File: config.mk
export PLATFORM = sky130hd
export DESIGN_NAME = aux_cmd_engine
export DESIGN_NICKNAME = d
export VERILOG_FILES = /design/src/rtl/aux_cmd_engine.sv
export SDC_FILE = /design/constraint.sdc
export NUM_CORES = 1
export LEC_CHECK = 0
export ABC_AREA = 0
export CORE_UTILIZATION = 45
export DETAILED_ROUTE_END_ITERATION = 10
export PLACE_DENSITY = 0.74
export SKIP_CTS_REPAIR_TIMING = 1
export SLEW_MARGIN = 20
export SYNTH_ARGS = -nofsm -noshare
export SYNTH_HDL_FRONTEND = slang
export SYNTH_SLANG_ARGS = --single-unit
File: constraint.sdc
create_clock -name clk -period 2.5 [get_ports clk]
set_input_delay 0.75 -clock clk [delete_from_list [all_inputs] [get_ports clk]]
set_output_delay 0.75 -clock clk [all_outputs]
set_load 0.01 [all_outputs]
File: src/rtl/aux_cmd_engine.sv
// aux_cmd_engine: packetised register-access command processor over the aux pipes.
// Pulls command words from the aux block, drives the register bus, and pushes responses back.
module aux_cmd_engine #(
    parameter int RD_LATENCY = 2,
    parameter int ADDR_W     = 16
) (
    input  logic              clk,
    input  logic              reset,
    output logic              aux_read_req,
    output logic              aux_write_req,
    output logic [31:0]       aux_data_write,
    input  logic [31:0]       aux_data_read,
    output logic [16:0]       aux_address,
    input  logic              aux_busy,
    output logic [ADDR_W-1:0] reg_addr,
    output logic [31:0]       reg_wdata,
    output logic              reg_we,
    output logic              reg_re,
    input  logic [31:0]       reg_rdata,
    output logic [15:0]       cmd_count,
    output logic [7:0]        err_count
);
    localparam logic [7:0] OP_WRITE = 8'h01;
    localparam logic [7:0] OP_READ  = 8'h02;

    typedef enum logic [3:0] {
        IDLE, GET_HDR, PARSE, GET_DATA, REG_WR, PUT_ACK, PUT_ERR,
        PUT_HDR, REG_RD, RD_WAIT, PUT_DATA, DONE
    } state_t;

    // Each aux transfer is req pulse -> busy rises -> busy falls.
    typedef enum logic [1:0] {AX_REQ, AX_WAIT_HI, AX_WAIT_LO} ax_phase_t;

    state_t      state, state_next;
    ax_phase_t   ax_phase, ax_phase_next;
    logic [31:0] hdr_q, hdr_next;
    logic [31:0] data_q, data_next;
    logic [7:0]  idx_q, idx_next;
    logic [3:0]  wait_q, wait_next;

    logic              rd_req_next, wr_req_next, reg_we_next, reg_re_next;
    logic [31:0]       aux_wdata_next, reg_wdata_next;
    logic [ADDR_W-1:0] reg_addr_next;
    logic [15:0]       cmd_next;
    logic [7:0]        err_next;
    logic              ax_done;

    logic [7:0]  hdr_op, hdr_n;
    logic [15:0] hdr_base, cur_addr;
    logic        ax_read, ax_write;
    logic [31:0] tx_word;

    assign aux_address = 17'd0;
    assign hdr_op      = hdr_q[31:24];
    assign hdr_n       = hdr_q[23:16];
    assign hdr_base    = hdr_q[15:0];
    assign cur_addr    = hdr_base + {8'd0, idx_q};
    assign ax_read     = (state == GET_HDR) || (state == GET_DATA);
    assign ax_write    = (state == PUT_ACK) || (state == PUT_ERR) ||
                         (state == PUT_HDR) || (state == PUT_DATA);
    assign tx_word     = (state == PUT_ACK) ? {8'hA1, hdr_n, hdr_base} :
                         (state == PUT_HDR) ? {8'hA2, hdr_n, hdr_base} :
                         (state == PUT_ERR) ? {8'hEE, 8'h00, hdr_base} : data_q;

    always_comb begin
        // NOTE: every signal written here gets a default first, so no path can infer a latch.
        state_next     = state;
        ax_phase_next  = ax_phase;
        hdr_next       = hdr_q;
        data_next      = data_q;
        idx_next       = idx_q;
        wait_next      = wait_q;
        rd_req_next    = 1'b0;
        wr_req_next    = 1'b0;
        reg_we_next    = 1'b0;
        reg_re_next    = 1'b0;
        aux_wdata_next = aux_data_write;
        reg_addr_next  = reg_addr;
        reg_wdata_next = reg_wdata;
        cmd_next       = cmd_count;
        err_next       = err_count;
        ax_done        = 1'b0;

        if (ax_read || ax_write) begin
            case (ax_phase)
                AX_REQ: if (!aux_busy) begin
                    rd_req_next   = ax_read;
                    wr_req_next   = ax_write;
                    if (ax_write) aux_wdata_next = tx_word;
                    ax_phase_next = AX_WAIT_HI;
                end
                AX_WAIT_HI: if (aux_busy) ax_phase_next = AX_WAIT_LO;
                AX_WAIT_LO: if (!aux_busy) begin
                    ax_phase_next = AX_REQ;
                    ax_done       = 1'b1;
                end
                default: ax_phase_next = AX_REQ;
            endcase
        end

        case (state)
            IDLE: state_next = GET_HDR;
            GET_HDR: if (ax_done) begin
                hdr_next   = aux_data_read;
                idx_next   = 8'd0;
                state_next = PARSE;
            end
            PARSE: begin
                if (hdr_op == OP_WRITE && hdr_n != 8'd0) begin
                    state_next = GET_DATA;
                end else if (hdr_op == OP_READ && hdr_n != 8'd0) begin
                    state_next = PUT_HDR;
                end else begin
                    state_next = PUT_ERR;
                    if (err_count != 8'hFF) err_next = err_count + 8'd1;
                end
            end
            GET_DATA: if (ax_done) begin
                data_next  = aux_data_read;
                state_next = REG_WR;
            end
            REG_WR: begin
                reg_we_next    = 1'b1;
                reg_addr_next  = ADDR_W'(cur_addr);
                reg_wdata_next = data_q;
                idx_next       = idx_q + 8'd1;
                state_next     = (idx_q + 8'd1 == hdr_n) ? PUT_ACK : GET_DATA;
            end
            PUT_ACK, PUT_ERR: if (ax_done) state_next = DONE;
            PUT_HDR: if (ax_done) state_next = REG_RD;
            REG_RD: begin
                reg_re_next   = 1'b1;
                reg_addr_next = ADDR_W'(cur_addr);
                wait_next     = 4'(RD_LATENCY);
                state_next    = RD_WAIT;
            end
            // wait_q reaches zero in the cycle reg_rdata is valid for this strobe.
            RD_WAIT: begin
                if (wait_q == 4'd0) begin
                    data_next  = reg_rdata;
                    state_next = PUT_DATA;
                end else begin
                    wait_next = wait_q - 4'd1;
                end
            end
            PUT_DATA: if (ax_done) begin
                idx_next   = idx_q + 8'd1;
                state_next = (idx_q + 8'd1 == hdr_n) ? DONE : REG_RD;
            end
            DONE: begin
                cmd_next   = cmd_count + 16'd1;
                state_next = IDLE;
            end
            default: state_next = IDLE;
        endcase
    end

    always_ff @(posedge clk) begin
        // NOTE: sequential state uses non-blocking assignments so every register samples pre-edge values.
        if (reset) begin
            state          <= IDLE;
            ax_phase       <= AX_REQ;
            hdr_q          <= '0;
            data_q         <= '0;
            idx_q          <= '0;
            wait_q         <= '0;
            aux_read_req   <= 1'b0;
            aux_write_req  <= 1'b0;
            aux_data_write <= '0;
            reg_addr       <= '0;
            reg_wdata      <= '0;
            reg_we         <= 1'b0;
            reg_re         <= 1'b0;
            cmd_count      <= '0;
            err_count      <= '0;
        end else begin
            state          <= state_next;
            ax_phase       <= ax_phase_next;
            hdr_q          <= hdr_next;
            data_q         <= data_next;
            idx_q          <= idx_next;
            wait_q         <= wait_next;
            aux_read_req   <= rd_req_next;
            aux_write_req  <= wr_req_next;
            aux_data_write <= aux_wdata_next;
            reg_addr       <= reg_addr_next;
            reg_wdata      <= reg_wdata_next;
            reg_we         <= reg_we_next;
            reg_re         <= reg_re_next;
            cmd_count      <= cmd_next;
            err_count      <= err_next;
        end
    end
endmodule
* Word-level counts from Yosys, hierarchy flattened
Index checks and enable logic that the tools add are counted.
** Operators by class
- $add $sub $neg :: 5
- Equal/unequal tests :: 27
- Multiplexer cells :: 31
- Bitwise operators :: 5
- Reduce and logical (&&, ||, !) cells :: 25
** Operators by type and width (number)
- $mux W32 :: 5
- $pmux W32 S2 :: 1
- $pmux W4 S10 :: 1
- $mux W4 :: 7
- $pmux W8 S3 :: 1
- $ne A2 B2 Y1 const B :: 10
- $add A16 B1 Y16 const B :: 1
- $add A16 B8 Y16 :: 1
- $add A8 B1 Y8 const B :: 2
- $eq A4 B3 Y1 const B :: 4
- $eq A4 B4 Y1 const B :: 4
- $mux W8 :: 2
- $reduce_and A4 Y1 :: 3
- $eq A4 B2 Y1 const B :: 2
- $eq A8 B1 Y1 const B :: 1
- $eq A8 B2 Y1 const B :: 1
- $eq A8 B8 Y1 :: 1
- $logic_not A4 Y1 :: 2
- $mux W2 :: 4
- $ne A8 B8 Y1 const B :: 1
- $pmux W4 S2 :: 1
- $reduce_bool A8 Y1 :: 1
- $mux W1 :: 6
- $mux W3 :: 2
- 16 further kinds :: 29
** Storage, ports and cells
- Bits in registers :: 190
- Input port bits :: 67
- Output and inout bits :: 125

* Longest topological paths before layout
Gate-level depths: netlist of run 1.
- Depth in word-level cells :: 8
- Depth in mapped cells :: 9
- Gate-level depth less buffers :: 9

* Worst setup path before layout of run 1
No wires, ideal clock.
- Path kind :: flip-flop to flip-flop
- Start :: reg idx_q[0]
- End :: reg state[0]
- Arrival time :: 2.216 ns
- Data required time :: 2.412 ns
- Setup slack :: 0.196 ns
- Cell stages (with the launch flop) :: 8
- Buffers on the path :: 0
- Period minus slack after synthesis :: 2.304 ns
- Cells stage by stage :: dfxtp_1 ha_1 and3_4 xnor2_1 a211o_1 or4_4 or3_4 a311oi_2
** On the way
- Cells in the longest elaborated chain, start to end :: 5
** Ends and longest elaborated chain
- start, declared :: RTL line 38 : logic [7:0] idx_q, idx_next;
- start signal, assigned :: RTL line 181 : idx_q <= idx_next;
- $add A8 B1 Y8 :: RTL line 148 : state_next = (idx_q + 8'd1 == hdr_n) ? DONE : REG_RD;
- $eq A8 B8 Y1 :: RTL line 148
- $mux W2 :: RTL line 148
- $mux W4 :: RTL line 146 : PUT_DATA: if (ax_done) begin
- $pmux W4 S10 :: RTL line 101 : case (state)
- end signal, assigned :: RTL line 177 : state <= state_next;
- end, declared :: RTL line 34 : state_t state, state_next;
Every way passes these cells. The select of a mux whose other input is x is not followed.
A chain may end at the register's enable or synchronous reset.

* Worst setup path after layout of run 1
Same ends and word-level chain as after synthesis.

==> results of run 1 <==
==> sequential cells by signal, summed over array words and instances, names as in the netlist <==
signal / flops
aux_data_write: 32
aux_read_req: 1
aux_write_req: 1
ax_phase: 2
cmd_count: 16
data_q: 32
err_count: 8
hdr_q: 32
idx_q: 8
reg_addr: 16
reg_re: 1
reg_wdata: 32
reg_we: 1
state: 4
wait_q: 4
==> worst reg2reg max path, cell delays in order, from the launching register on <==
cell and delay [ns]:
dfxtp_2 0.34, ha_2 0.35, xnor2_2 0.11, o311ai_1 0.11
a211o_1 0.29, or4_4 0.50, or3_4 0.35, a311oi_2 0.27
==> power breakdown <==
group          total [mW]  switching, mW  internal (mW)  leakage (nW)
combinational       0.740          0.405          0.335          1.98
clock                2.64           1.20           1.44         0.264
sequential           3.15         0.0650           3.08          1.53
==> cell type report <==
cell class / instances / area share (%)
inverters: 13 / 0.433
repair buffers: 218 / 19.1
multi-input cells: 771 / 39.0
diodes: 1 / 0.0222
clock inverters: 10 / 0.922
clock buffers: 22 / 4.12
flip-flops and latches: 190 / 33.8
well taps: 234 / 2.60
==> cell usage in the layout (no fill, tap or decap), types with 4 or more instances in the layout <==
master,instances
nand2_1,206
dfxtp_1,188
clkdlybuf4s50_1,173
nor2_1,125
a21oi_1,99
a211oi_1,44
buf_4,38
mux2i_1,34
xor2_1,29
nor3_1,26
o21ai_0,18
a311oi_1,17
conb_1,17
clkbuf_16,17
nand3_1,16
nand4_1,12
inv_1,12
ha_1,11
xnor2_1,10
or3_1,9
a221oi_1,9
a31oi_1,8
buf_12,6
o211ai_1,4
nor2b_1,4
and3_1,4
or4_1,4
nor4_1,4
clkinvlp_4,4
==> path summary, 6_finish.rpt <==
path,from,endpoint,slack (ns),depth (start not counted)
hold reg to reg,reg_wdata[2]$_SDFFE_PP0P_,reg_wdata[2]$_SDFFE_PP0P_,0.45,2
hold / removal,reg_wdata[2]$_SDFFE_PP0P_,reg_wdata[2]$_SDFFE_PP0P_,0.45,2
setup reg to reg,idx_q[0]$_SDFFE_PP0P_,state[0]$_SDFFE_PP0P_,0.06,7
setup / recovery,idx_q[0]$_SDFFE_PP0P_,state[0]$_SDFFE_PP0P_,0.06,7
==> cell families (layout without fill, tap and decap cells) <==
family                     Yosys count  count (layout)  share of synthesized area (%)
DFF                                190             190                           44.3
and+or+nand+nor                    443             443                           23.0
buffers and inverters               99             263                           6.00
xor gates and xnor gates            40              40                           4.08
adders and majority gates           13              13                           1.98
other                                1              18                         0.0436
AOI/OAI and AO/OA                  224             224                           16.7
muxes                               34              34                           3.96
==> routing by layer <==
layer  up-vias  wire length (µm)  GRT usage (%)
met5         -                 0              0
met4         0               501           8.73
met3        39              1750           5.98
met2       309             10900           38.8
met1      3717             10800           33.1
li1       3941                 -              -
==> flow_metrics.py, run 1 <==
metrics = {
    "pwr": {
        "p_leak_nw": 3.78,
        "powerDensity_mw_per_mm2": 579,
        "p_total_mw": 6.52,
        "ir_drop_uv": 476,
    },
    "synthesis": {
        "synthArstFlopShare_pct": 0,
        "synthMostInstantiatedCell": "nand2_1",
        "yosys-top-cells-area": "dfxtp_1, nand2_1, a21oi_1, nor2_1, mux2i_1",
        "synth_commonest_cells": "nand2_1, dfxtp_1, nor2_1",
        "synth_seq_cells": 190,
        "netlist_area_mm2": 0.00859,
        "ys_types": 74,
        "synth_cells": 1044,
        "syn_avg_cell_area_um2": 8.23,
        "ys_warn_count": 0,
        "synth_top_area_cell": "dfxtp_1",
        "synth-seq-area-share_pct": 44.3,
        "synth_flop_cell": "dfxtp_1",
        "synth_top_area_share_pct": 44.3,
        "synth_edf_count": 0,
    },
    "cts": {
        "clockBufferDepth": 2,
        "insertion_delay_ns": 0.44,
        "cts_tree": "built",
        "cts_root_buf": "clkbuf_16",
        "clock-sinks": 190,
        "cts_made_buffers": 17,
        "htree_levels": 4,
        "clk_pin_slew_ns": 0.07,
    },
    "critical_path": {
        "worstSetupEndpointType": "flip-flop",
        "cp_top_family": "simple AND/OR/NAND/NOR gates",
        "worst-endpoint-arrival_ns": 2.77,
        "cpPeakStageDelay_ns": 0.50,
        "crit_type": "reg -> reg",
        "cp_cell_sequence": "ha_2 -> xnor2_2 -> o311ai_1 -> a211o_1 -> or4_4 -> or3_4 -> a311oi_2",
        "crit_required_ns": 2.83,
        "worst-path-max-fanout": 3,
        "crit_path_top_delay_cell": "or4_4",
        "startpoint_type": "flip-flop",
        "critical_path_buf_inv_count": 0,
    },
    "timing": {
        "finalHoldViolCount": 0,
        "clock_skew_ns": 0.0120,
        "setup_viol": 0,
        "grt_setup_unrepaired": "yes",
        "fin_setup_tns_ns": 0,
        "hold_ws_ns": 0.453,
        "period_share_pct": 97.5,
        "tightest_slew_ns": 0.754,
        "slew_headroom_pct": 49.7,
        "setup_slack_ns": 0.0625,
        "drv_slew": 0,
        "finalCriticalPeriod_ns": 2.44,
        "fmax_ghz": 0.410,
    },
    "drt": {
        "routed_via_density": 5.49,
        "wl_per_cell_um": 16.4,
        "wirelength_um": 23900,
        "num_vias": 8006,
        "drc": 0,
        "first_pass_iters": 6,
        "ant_nets": 0,
        "drt_iter0_markers": 552,
    },
    "place": {
        "place_ws_ns": -0.264,
        "placed_area_mm2": 0.0107,
        "portBuffers": 174,
        "place_inst": 1425,
        "place_hpwl_um": 16900,
        "place_congestion": 0.937,
    },
    "global_routing": {
        "grt_pass1_wl_um": 38400,
        "overflow": 0,
        "grtUsageTotal_pct": 24.7,
        "antenna_found_initial": 1,
        "grt_pass1_vias": 7451,
        "grt_max_degree": 93,
    },
    "cells_and_area": {
        "fin_area_mm2": 0.0113,
        "utilization_pct": 60.2,
        "num-fill-cells": 1648,
        "finalNetCount": 1291,
        "fin_cells": 1459,
        "seq_area_mm2": 0.00381,
        "multi_input_area_mm2": 0.00440,
        "area_growth_pct": 31.1,
        "drive_gt1_share_pct": 8.50,
    },
    "worst_hold_path": {
        "hold_path.class": "reg -> reg",
    },
    "floorplan": {
        "core-area_mm2": 0.0187,
        "die_w_um": 140,
        "placementRows": 50,
        "dieHeight_um": 140,
        "start_util_pct": 45.9,
        "io_pins": 192,
        "dieArea_mm2": 0.0197,
    },
    "run": {
        "cap_violations": 0,
    },
    "run_status": {
        "status": "complete, no violations",
    },
}
No activity file was read; power rests on OpenSTA's default activity.
==> run 2: changes to the inputs <==
--- a/config.mk
+++ b/config.mk
@@ -8,7 +8,9 @@
 export ABC_AREA = 0
 export CORE_UTILIZATION = 45
 export DETAILED_ROUTE_END_ITERATION = 10
-export PLACE_DENSITY = 0.74
+export GPL_ROUTABILITY_DRIVEN = 1
+export PLACE_DENSITY_LB_ADDON = 0.12
+export SETUP_SLACK_MARGIN = 0.3
 export SKIP_CTS_REPAIR_TIMING = 1
 export SLEW_MARGIN = 20
 export SYNTH_ARGS = -nofsm -noshare
==> run 2 against run 1 <==
Sequential share of layout area down 0.51 points. Power up 3.2%. Flip-flop and latch count unchanged. Critical path type unchanged.
==> flow_metrics.py, run 2 (same netlist as run 1, synthesis figures left out) <==
metrics = {
    "run_status": {
        "status": "complete, no violations",
    },
    "pwr": {
        "ir_drop_uv": 443,
        "switchingPower_mw": 1.64,
        "powerDensity_mw_per_mm2": 585,
        "p_leak_nw": 3.92,
        "seq_power_share_pct": 46.7,
        "clock_power_share_pct": 42.1,
        "p_int_mw": 5.09,
        "power_frac_comb_pct": 11.2,
        "sw_frac_of_total_pct": 24.3,
    },
    "critical_path": {
        "worst-endpoint-arrival_ns": 2.63,
        "crit_required_ns": 2.84,
        "startpoint_type": "flip-flop",
        "cpPeakStageDelay_ns": 0.51,
        "worstSetupEndpointType": "flip-flop",
        "crit_type": "reg -> reg",
        "cp_cell_sequence": "ha_4 -> and3_4 -> xnor2_2 -> a211o_1 -> or4_4 -> or3_4 -> a311oi_2",
        "worst-path-max-fanout": 5,
        "regToRegStartpoint": "idx_q[1]$_SDFFE_PP0P_",
        "r2r_end": "state[0]$_SDFFE_PP0P_",
        "cp_top_family": "simple AND/OR/NAND/NOR gates",
        "r2r_setup_slack_ns": 0.21,
        "critical_path_buf_inv_count": 0,
        "crit_path_top_delay_cell": "or4_4",
        "ff2ff_path_depth": 7,
    },
    "place": {
        "portBuffers": 174,
        "place_congestion": 0.896,
        "place_inst": 1423,
        "place_hpwl_um": 16700,
        "placed_area_mm2": 0.0107,
        "place_ws_ns": -0.310,
    },
    "timing": {
        "fin_setup_tns_ns": 0,
        "drv_slew": 0,
        "finalHoldViolCount": 0,
        "setup_viol": 0,
        "slew_headroom_pct": 59.4,
        "tightest_slew_ns": 0.609,
        "grt_setup_unrepaired": "yes",
        "period_share_pct": 91.6,
        "setup_slack_ns": 0.210,
        "clock_skew_ns": 0.0137,
        "fmax_ghz": 0.437,
        "finalCriticalPeriod_ns": 2.29,
        "hold_ws_ns": 0.456,
    },
    "cells_and_area": {
        "drive_gt1_share_pct": 11.0,
        "num-fill-cells": 1662,
        "layout_common_cells": "nand2_1, dfxtp_1, clkdlybuf4s50_1",
        "fin_area_mm2": 0.0115,
        "fin_cells": 1464,
        "seq_area_mm2": 0.00383,
        "antenna_cells": 0,
        "multi_input_area_mm2": 0.00446,
        "finalNetCount": 1299,
        "layout_commonest_cell": "nand2_1",
        "area_growth_pct": 33.8,
    },
    "drt": {
        "wirelength_um": 24100,
        "routed_via_density": 5.40,
        "drc": 0,
        "wl_per_cell_um": 16.5,
        "ant_nets": 0,
        "drt_iter0_markers": 429,
        "first_pass_iters": 6,
        "num_vias": 7912,
    },
    "cts": {
        "cts_root_buf": "clkbuf_16",
        "htree_levels": 4,
        "clock-sinks": 190,
        "cts_tree": "built",
        "clockBufferDepth": 2,
        "clk_pin_slew_ns": 0.07,
        "insertion_delay_ns": 0.44,
        "cts_made_buffers": 17,
    },
    "worst_hold_path": {
        "hold_path.class": "reg -> reg",
        "hold_start": "reg_wdata[0]$_SDFFE_PP0P_",
        "hold_depth": 2,
        "hold_path_end": "reg_wdata[0]$_SDFFE_PP0P_",
    },
    "global_routing": {
        "use_met1_pct": 33.9,
        "grt_max_degree": 74,
        "busiest_layer": "met2",
        "grt_pass1_vias": 7171,
        "grt_pass1_wl_um": 37700,
        "grtUsageTotal_pct": 24.3,
        "overflow": 0,
        "grtUsageMet3_pct": 4.38,
        "grtUsageMet2_pct": 37.4,
        "antenna_found_initial": 0,
    },
    "floorplan": {
        "dieArea_mm2": 0.0197,
        "die_w_um": 140,
        "dieHeight_um": 140,
        "core-area_mm2": 0.0187,
        "placementRows": 50,
        "start_util_pct": 45.9,
        "io_pins": 192,
    },
    "run": {
        "cap_violations": 0,
    },
}
[run 2: cell type report]
type	instances	share of cell area, %
tap	234	2.55
sequential	190	33.3
clock buffer	21	4.19
timing repair buffer	226	19.6
inverter	13	0.424
multi-input combinational	771	38.8
clock inverter	9	1.16
[run 2: power groups by stage]
stage | registers (mW) | logic (mW) | clock network, mW
after floorplan | 3.20 | 0.403 | 0
after global placement | 3.21 | 0.733 | 0
after detailed placement | 3.21 | 0.735 | 0
after CTS | 3.14 | 0.738 | 2.87
after global routing | 3.15 | 0.819 | 3.01
final | 3.14 | 0.755 | 2.83
[run 2: worst max path at each step]
stage / start / slack (ns) / endpoint / depth (start not counted)
CTS: aux_busy / 0.12 / data_q[28]$_SDFFE_PP0P_ / 8
floorplan: aux_busy / 0.28 / data_q[13]$_SDFFE_PP0P_ / 7
global placement: aux_busy / -0.25 / data_q[10]$_SDFFE_PP0P_ / 8
detailed placement: aux_busy / -0.31 / data_q[1]$_SDFFE_PP0P_ / 8
finish: idx_q[1]$_SDFFE_PP0P_ / 0.21 / state[0]$_SDFFE_PP0P_ / 7
global route: idx_q[1]$_SDFFE_PP0P_ / 0.12 / state[0]$_SDFFE_PP0P_ / 7
[run 2: tightest hold or removal path, cell delays in order, from the launching register on]
cell and delay (ns):
dfxtp_1 0.31, nand2_1 0.05, a21oi_1 0.05
[run 2: metrics by stage]
stage                     total power [mW]  utilization [%]
final                                 6.73             61.5
after global routing                  6.98             61.5
after CTS                             6.75             60.2
after detailed placement              3.95             56.9
after global placement                3.94             56.9
after floorplan                       3.61                -
[run 2: metal layers]
layer	share of wire, %	vias to the layer above
met5	0	-
met4	1.9	0
met3	6.0	32
met2	45	277
met1	48	3649
li1	-	3954
==> run 3: changes to the inputs <==
--- a/config.mk
+++ b/config.mk
@@ -8,6 +8,7 @@
 export ABC_AREA = 0
 export CORE_UTILIZATION = 45
 export DETAILED_ROUTE_END_ITERATION = 10
+export DONT_BUFFER_PORTS = 1
 export GPL_ROUTABILITY_DRIVEN = 1
 export PLACE_DENSITY_LB_ADDON = 0.12
 export SETUP_SLACK_MARGIN = 0.3
==> run 3 against run 2 <==
Sequential power increased by 1%. Clock skew is 0.0057 ns higher. Flip-flop and latch count stayed put. Critical path type unchanged. Critical endpoint unchanged.
==> flow_metrics.py, run 3 (same netlist as run 1, synthesis figures left out) <==
metrics = {
    "cells_and_area": {
        "fin_cells": 1287,
        "num-fill-cells": 1821,
        "layout_commonest_cell": "nand2_1",
        "drive_gt1_share_pct": 12.2,
        "area_growth_pct": 13.2,
        "layout_common_cells": "nand2_1, dfxtp_1, nor2_1",
        "antenna_cells": 0,
        "finalNetCount": 1121,
    },
    "timing": {
        "period_share_pct": 90.7,
        "grt_setup_unrepaired": "yes",
        "tightest_slew_ns": 0.672,
        "finalCriticalPeriod_ns": 2.27,
        "drv_slew": 0,
        "fmax_ghz": 0.441,
        "finalHoldViolCount": 0,
        "fin_setup_tns_ns": 0,
        "clock_skew_ns": 0.0194,
        "slew_headroom_pct": 55.0,
        "setup_viol": 0,
    },
    "critical_path": {
        "r2r_end": "state[0]$_SDFFE_PP0P_",
        "worst-path-max-fanout": 8,
        "startpoint_type": "flip-flop",
        "worst-endpoint-arrival_ns": 2.61,
        "worstSetupEndpointType": "flip-flop",
        "crit_type": "reg -> reg",
        "crit_required_ns": 2.84,
        "regToRegStartpoint": "idx_q[0]$_SDFFE_PP0P_",
        "ff2ff_path_depth": 7,
        "r2r_setup_slack_ns": 0.23,
    },
    "cts": {
        "cts_root_buf": "clkbuf_16",
        "insertion_delay_ns": 0.43,
        "clockBufferDepth": 2,
        "cts_made_buffers": 17,
        "clock-sinks": 190,
        "clk_pin_slew_ns": 0.07,
        "htree_levels": 4,
        "cts_tree": "built",
    },
    "floorplan": {
        "dieArea_mm2": 0.0197,
        "core-area_mm2": 0.0187,
        "die_w_um": 140,
        "placementRows": 50,
        "start_util_pct": 45.9,
        "dieHeight_um": 140,
        "io_pins": 192,
    },
    "drt": {
        "num_vias": 7248,
        "ant_nets": 0,
        "first_pass_iters": 5,
        "routed_via_density": 5.63,
        "wl_per_cell_um": 18.8,
        "drc": 0,
        "drt_iter0_markers": 486,
        "wirelength_um": 24200,
    },
    "worst_hold_path": {
        "hold_path.class": "in -> reg",
        "hold_start": "reset",
        "hold_path_end": "reg_wdata[12]$_SDFFE_PP0P_",
        "hold_depth": 1,
    },
    "place": {
        "place_congestion": 0.838,
        "portBuffers": 0,
        "place_hpwl_um": 16100,
        "place_inst": 1244,
    },
    "run": {
        "cap_violations": 0,
    },
    "global_routing": {
        "antenna_found_initial": 0,
        "grt_max_degree": 189,
        "grt_pass1_vias": 6569,
        "grt_pass1_wl_um": 36300,
        "grtUsageTotal_pct": 23.6,
        "overflow": 0,
    },
    "pwr": {
        "ir_drop_uv": 474,
        "powerDensity_mw_per_mm2": 669,
        "p_leak_nw": 3.25,
    },
    "run_status": {
        "status": "complete, no violations",
    },
}
run 3: changes by cell type in the layout (fill, tap and decap cells not counted), moves of 3 or more:
cell	before	now
a211oi_2	0	6
buf_12	6	3
dfxtp_1	177	182
clkdlybuf4s50_1	171	0
a211oi_1	44	38
dfxtp_2	10	5
run 3: critical path: stages, from the launching register on:
cell      delay [ns]
dfxtp_4         0.38
ha_4            0.18
and3_4          0.19
xnor2_1         0.12
a211o_1         0.29
or4_4           0.49
or3_4           0.35
a311oi_2        0.18
run 3: layer usage:
layer	vias up	part of all wire, %	global-route usage (%)
met2	230	45	36.7
met5	-	0	0
met4	0	1.4	7.46
met1	3401	46	31.8
met3	19	7.2	6.05
li1	3598	-	-
run 3: cell type report:
type	instances	area [µm²]	share of cell area (%)
clock buffers	22	484	4.98
clock inverters	9	134	1.38
inverters	13	48.8	0.502
multi-input cells	771	4510	46.4
flip-flops and latches	190	3820	39.3
well taps	234	293	3.01
repair buffers	48	437	4.49
run 3: worst max path at each step:
stage          depth (start not counted)                   endpoint                  start  slack, ns
2_1_floorplan                          7    data_q[13]$_SDFFE_PP0P_               aux_busy       0.28
3_3_place_gp                           9  reg_addr[12]$_SDFFE_PP0P_  idx_q[0]$_SDFFE_PP0P_       0.16
3_5_place_dp                           9  reg_addr[12]$_SDFFE_PP0P_  idx_q[0]$_SDFFE_PP0P_       0.09
4_1_cts                                9  reg_addr[12]$_SDFFE_PP0P_  idx_q[0]$_SDFFE_PP0P_       0.03
5_1_grt                                7      state[0]$_SDFFE_PP0P_  idx_q[0]$_SDFFE_PP0P_       0.17
6_report                               7      state[0]$_SDFFE_PP0P_  idx_q[0]$_SDFFE_PP0P_       0.23
run 3: power by group:
group          total (mW)  internal (mW)  switching, mW
clock network        2.85           1.68           1.17
registers            3.18           3.08         0.0969
logic               0.480          0.185          0.295
total                6.51           4.94           1.56
run 3: metrics by stage:
step	power, mW	hold WS (ns)	util, %	setup slack [ns]	cell area, µm²
6_report	6.51	0.394	52.0	0.233	9730
5_1_grt	6.75	0.374	52.0	0.174	9730
2_1_floorplan	3.61	0.436	-	0.277	8700
4_1_cts	6.56	0.377	50.6	0.0321	9470
3_3_place_gp	3.71	0.439	47.3	0.158	8850
3_5_place_dp	3.71	0.444	47.3	0.0869	8850
